### config.mk
export PLATFORM = sky130hd
export DESIGN_NAME = led_mux_ctrl
export DESIGN_NICKNAME = d
export VERILOG_FILES = /design/src/rtl/led_mux_pkg.sv /design/src/rtl/key_debounce.sv /design/src/rtl/led_mux_ctrl.sv
export SDC_FILE = /design/constraint.sdc
export NUM_CORES = 1
export LEC_CHECK = 0
export BUFFER_PORTS_ARGS = -buffer_cell sky130_fd_sc_hd__buf_2
export CORE_MARGIN = 2
export CORE_UTILIZATION = 30
export DETAILED_ROUTE_END_ITERATION = 10
export SYNTH_ARGS = -nofsm -noshare
export SYNTH_HDL_FRONTEND = slang
export SYNTH_HIERARCHICAL = 1
export SYNTH_SLANG_ARGS = --single-unit
### constraint.sdc
create_clock -name Clk -period 1.79 [get_ports Clk]
set_input_delay 0.179 -clock Clk [delete_from_list [all_inputs] [get_ports Clk]]
set_output_delay 0.179 -clock Clk [all_outputs]
set_load 0.05 [all_outputs]
### src/rtl/led_mux_pkg.sv
// Shared mode encodings and counter sizing for the LED mux controller.
package led_mux_pkg;

    localparam logic [1:0] MODE_A     = 2'd0;
    localparam logic [1:0] MODE_B     = 2'd1;
    localparam logic [1:0] MODE_XOR   = 2'd2;
    localparam logic [1:0] MODE_BLINK = 2'd3;

    // Width of a counter that must hold 0..n-1, never narrower than one bit.
    function automatic int cnt_width(input int n);
        return (n > 2) ? $clog2(n) : 1;
    endfunction

endpackage

### src/rtl/key_debounce.sv
// Push-button conditioner: two-flop synchroniser, stability counter and a
// one-cycle pulse on each debounced press (active-low button).
module key_debounce
    import led_mux_pkg::*;
#(
    parameter int DEB_CNT = 1000000
) (
    input  logic Clk,
    input  logic Rst_n,
    input  logic key_in,
    output logic key_state,
    output logic key_flag
);

    localparam int              CW      = cnt_width(DEB_CNT);
    localparam logic [CW-1:0]   CNT_MAX = CW'(DEB_CNT - 1);

    logic          key_m;
    logic          key_s;
    logic          key_state_d;
    logic [CW-1:0] cnt;

    always_ff @(posedge Clk or negedge Rst_n) begin
        if (!Rst_n) begin
            key_m       <= 1'b1;
            key_s       <= 1'b1;
            key_state   <= 1'b1;
            key_state_d <= 1'b1;
            cnt         <= '0;
            key_flag    <= 1'b0;
        end else begin
            key_m       <= key_in;
            key_s       <= key_m;
            key_state_d <= key_state;
            // Pulse follows the registered 1->0 edge of the debounced level.
            key_flag    <= key_state_d & ~key_state;
            if (key_s == key_state) begin
                cnt <= '0;
            end else if (cnt == CNT_MAX) begin
                key_state <= key_s;
                cnt       <= '0;
            end else begin
                cnt <= cnt + CW'(1);
            end
        end
    end

endmodule

### src/rtl/led_mux_ctrl.sv
// LED bank driver: debounced key steps A / B / XOR / BLINK modes, registered output.
// Define LED_MUX_ACTIVE_LOW_EN for LEDs wired to VCC (output inverted, reset all ones).
module led_mux_ctrl
    import led_mux_pkg::*;
#(
    parameter int WIDTH     = 4,
    parameter int DEB_CNT   = 1000000,
    parameter int BLINK_CNT = 25000000
) (
    input  logic             Clk,
    input  logic             Rst_n,
    input  logic [WIDTH-1:0] a,
    input  logic [WIDTH-1:0] b,
    input  logic             key_in,
    output logic [WIDTH-1:0] led_out,
    output logic [1:0]       mode,
    output logic             key_flag
);

    localparam int            BW        = cnt_width(BLINK_CNT);
    localparam logic [BW-1:0] BLINK_MAX = BW'(BLINK_CNT - 1);

`ifdef LED_MUX_ACTIVE_LOW_EN
    localparam logic [WIDTH-1:0] LED_POL = {WIDTH{1'b1}};
`else
    localparam logic [WIDTH-1:0] LED_POL = '0;
`endif

    logic             key_state;
    logic             press;
    logic [BW-1:0]    blink_cnt;
    logic             blink;
    logic [WIDTH-1:0] led_nxt;

    key_debounce #(
        .DEB_CNT (DEB_CNT)
    ) u_key_debounce (
        .Clk       (Clk),
        .Rst_n     (Rst_n),
        .key_in    (key_in),
        .key_state (key_state),
        .key_flag  (key_flag)
    );

    // The pulse is only honoured while the debounced level still reads pressed.
    assign press = key_flag & ~key_state;

    always_comb begin
        led_nxt = '0;
        case (mode)
            MODE_A:     led_nxt = a;
            MODE_B:     led_nxt = b;
            MODE_XOR:   led_nxt = a ^ b;
            MODE_BLINK: led_nxt = blink ? a : '0;
            default:    led_nxt = '0;
        endcase
    end

    always_ff @(posedge Clk or negedge Rst_n) begin
        if (!Rst_n) begin
            mode      <= MODE_A;
            blink_cnt <= '0;
            blink     <= 1'b1;
            led_out   <= LED_POL;
        end else begin
            // A mode change restarts the blink phase lit, for a full half-period.
            if (press) begin
                mode      <= mode + 2'd1;
                blink_cnt <= '0;
                blink     <= 1'b1;
            end else if (blink_cnt == BLINK_MAX) begin
                blink_cnt <= '0;
                blink     <= ~blink;
            end else begin
                blink_cnt <= blink_cnt + BW'(1);
            end
            led_out <= led_nxt ^ LED_POL;
        end
    end

endmodule

==> results.txt <==
Die area: 10360 um2
Area Overhead vs Synth: 29.28%
Mapped Avg Cell Area: 10.13 um2
Gate Count Post-Synth: 283
Hold Vio Cnt, Final: 0
Final #Nets: 362
Avg WL per Cell: 12.20 um
Port bufs: 17
Detail Route Antenna Nets: 0
DRT Pass-1 Iters: 7
Fin area: 3707 um2
Startpoint types: flip-flop
Mux cell area share after synthesis: 2.269%
Total CTS buffers: 9
CP endpoint kind: flip-flop
Final WL: 5844 um
R2r worst-path depth: 5
Post-synthesis compound-gate area fraction: 7.548%
Vias per cell: 4.718
FMAX: 553.4 MHz
Worst Skew: 9.049 ps
Status: finished with violations
Synth Area in XOR/XNOR: 9.162%
Detail Placement HPWL: 4195 um
Worst IR Drop VDD: 459.6 uV
Main combinational cell family by area after synthesis: simple AND/OR/NAND/NOR gates
Largest net degree at the start of global routing: 42
Post-synthesis sequential area ratio: 49.96%
Slowest stage cell, crit path: or4_1
Gr usage total: 12.49%
Largest stage delay, worst path: 480 ps
Post-synth EDFFs: 0
CTS clk-pin slew, worst paths: 70 ps
Post-synth top area cell: dfrtp_1
Crit path DAT: 2070 ps
Fraction of layout cells with a size suffix above 1: 29.43%
Vias: 2260
Post-synth design cell area: 2868 um2
Routing usage on met3: 3.727%
Headroom to the max-slew limit: 72.50%
Worst-path cell chain: ha_2 -> nand4_1 -> or4_4 -> or4_1 -> a21oi_1
Total grt overflow: 0
Slew of the pin with the lowest slew margin: 412.5 ps
Failing checks: setup timing
Tcrit/Tclk final: 100.9%
Setup TNS: -16.98 ps
Synth Warn #: 6
Syn Nets: 300
Delay-heaviest family, CP: simple AND/OR/NAND/NOR gates
Gpl congestion: 0.7583
Post-CTS setup buffers: 0
Die width: 101.8 um
Synth top area cells: dfrtp_1 45%, xnor2_1 5.8%, nor2_1 5.2%
Dpl cells: 461
Post-synthesis adder-cell area fraction: 2.618%
H-tree levels: 3
CTS root buf: clkbuf_8
Asr flop ratio synth: 100.0%
Worst-path fanout max: 5
Antenna violations before repair: 0
Drc violations: 0
Grt peak-use layer: met2
Fillers: 913
Num rows: 35
Simple-gate portion of the synthesized area: 25.70%
Initial Util: 31.04%
Core area: 9240 um2
Bufs on Longest Clock Path: 2
Min Tclk post-route: 1807 ps
Worst path depth: 5
Vias in the first global route: 2176
Layout Cells excl Fill: 479
Top_reg_cell synth: dfrtp_1
1st-iter DRT viols: 100
Post-synth top area share: 45.38%
Register bit total from synthesis: 57
Fin. max-slew vios: 0
Leakage: 1.580 nW
CTS tree: done
Die Height: 101.8 um
# diodes: 0
RSZ-0062 raised after global routing: yes
Final core occ: 40.12%
Clk sinks: 57
Clock latency on the worst-skew pair: 330 ps
Power Dens Cells: 722.4 nW/um2
I/O pin count: 18
Final Setup Violations: 1
First-pass GRT wire length: 10140 um
Met2 usage: 20.50%
WHS Path Cells: 3
MaxCap Viol Count: 0
CP Class: flip-flop to flip-flop
Hold crit path type: input port to flip-flop
Count of different cell masters after synthesis: 37
Grt met1 use: 15.94%
Final Worst Setup Slack: -16.98 ps
Placed cell areas: 3402 um2
Fin Hold WS: 116.1 ps
Buf/Inv on CP: 0
WP data required: 2050 ps
registers in the layout, indices dropped and copies added, names as in the netlist:
| signal | flops |
|---|---|
| u_key_debounce/key_flag | 1 |
| u_key_debounce/key_m | 1 |
| u_key_debounce/cnt | 20 |
| blink | 1 |
| u_key_debounce/key_state | 1 |
| u_key_debounce/key_state_d | 1 |
| led_out | 4 |
| u_key_debounce/key_s | 1 |
| blink_cnt | 25 |
| mode | 2 |
cells in the mapped netlist (all sizes together) (4+ instances only):
cell type / count
nand2: 17
nor3: 7
dfstp: 5
a21oi: 14
o31ai: 5
or3: 9
nand4: 14
nand3: 12
mux2: 4
buf: 4
or4: 8
xnor2: 19
ha: 6
and3: 4
nor2: 40
nor4: 7
xor2: 11
dfrtp: 52
inv: 13
o21ai: 11
where the power goes:
| group | switching [W] | total (W) | leakage (nW) | internal, W |
|---|---|---|---|---|
| clock network | 0.000511 | 0.00127 | 0.105 | 0.000754 |
| registers | 0.00000878 | 0.00131 | 0.747 | 0.00130 |
| logic | 0.0000667 | 0.000102 | 0.728 | 0.0000349 |
| total | 0.000587 | 0.00268 | 1.58 | 0.00209 |
path summary, 6_finish.rpt:
kind | startpoint | to | slack [ps]
min in group asynchronous | Rst_n | u_key_debounce/cnt[0] | 310
max in group asynchronous | Rst_n | blink | 860
min reg2reg | u_key_debounce/key_m | u_key_debounce/key_s | 360
max reg2reg | blink_cnt[0] | blink_cnt[24] | -20
max | blink_cnt[0] | blink_cnt[24] | -20
min | a[2] | led_out[2] | 120
metal layers:
metal,vias up,share of wire (%)
li1,1137,-
met1,1083,47
met2,34,49
met3,6,3.4
met4,0,1.0
met5,-,0
cells by family after synthesis:
family | Yosys count
compound gates | 35
simple gates | 131
buf+inv | 18
fa+ha+maj | 6
xor+xnor | 30
flops | 57
mux | 6
cell usage in the layout, fill, tap and decap left out, types with 4 or more instances in the layout:
master and count:
dfrtp_1 49, nor2_1 40, buf_4 35, xnor2_1 19, nand2_1 17, buf_2 17, inv_1 13, clkbuf_8 12
a21oi_1 11, nand3_1 11, xor2_1 11, nand4_1 10, o21ai_0 8, or3_1 7, nor3_1 7, o31ai_1 5
or4_1 5, ha_1 5, dfstp_2 5, mux2_2 4, and3_1 4, nor4_1 4
timing repair:
item	CTS	global route
gates cloned	0	0
setup endpoints to repair	9	27
gates resized for setup	2	13
hold buffers	2	0
endpoints found under the hold margin	13	0
pin swaps	1	4
final cells by class:
type | instances | area, um2 | share of cell area (%)
Clock buffer | 12 | 165.2 | 4.455
Clock inverter | 4 | 50.05 | 1.350
Inverter | 13 | 48.80 | 1.316
Multi-Input combinational cell | 208 | 1438 | 38.78
Sequential cell | 57 | 1436 | 38.74
Tap cell | 129 | 161.4 | 4.354
Timing Repair Buffer | 56 | 407.9 | 11.00
worst register-to-register path, delay by kind of cell, from the launching register on:
family | cells | cell delay, ps
adder cells (fa/ha/maj) | 1 | 180
AND/OR/NAND/NOR | 3 | 1030
AO/OA/AOI/OAI | 1 | 150
flip-flops | 1 | 370
through the flow:
stage,setup slack [ps],total power [W]
final,-16.98,0.002678
after global routing,-107.2,0.002784
after CTS,-28.32,0.002720
after detailed placement,-75.62,0.001437
after global placement,-40.90,0.001433
after floorplan,-74.68,0.001376
(Power assumes the default switching activity.)
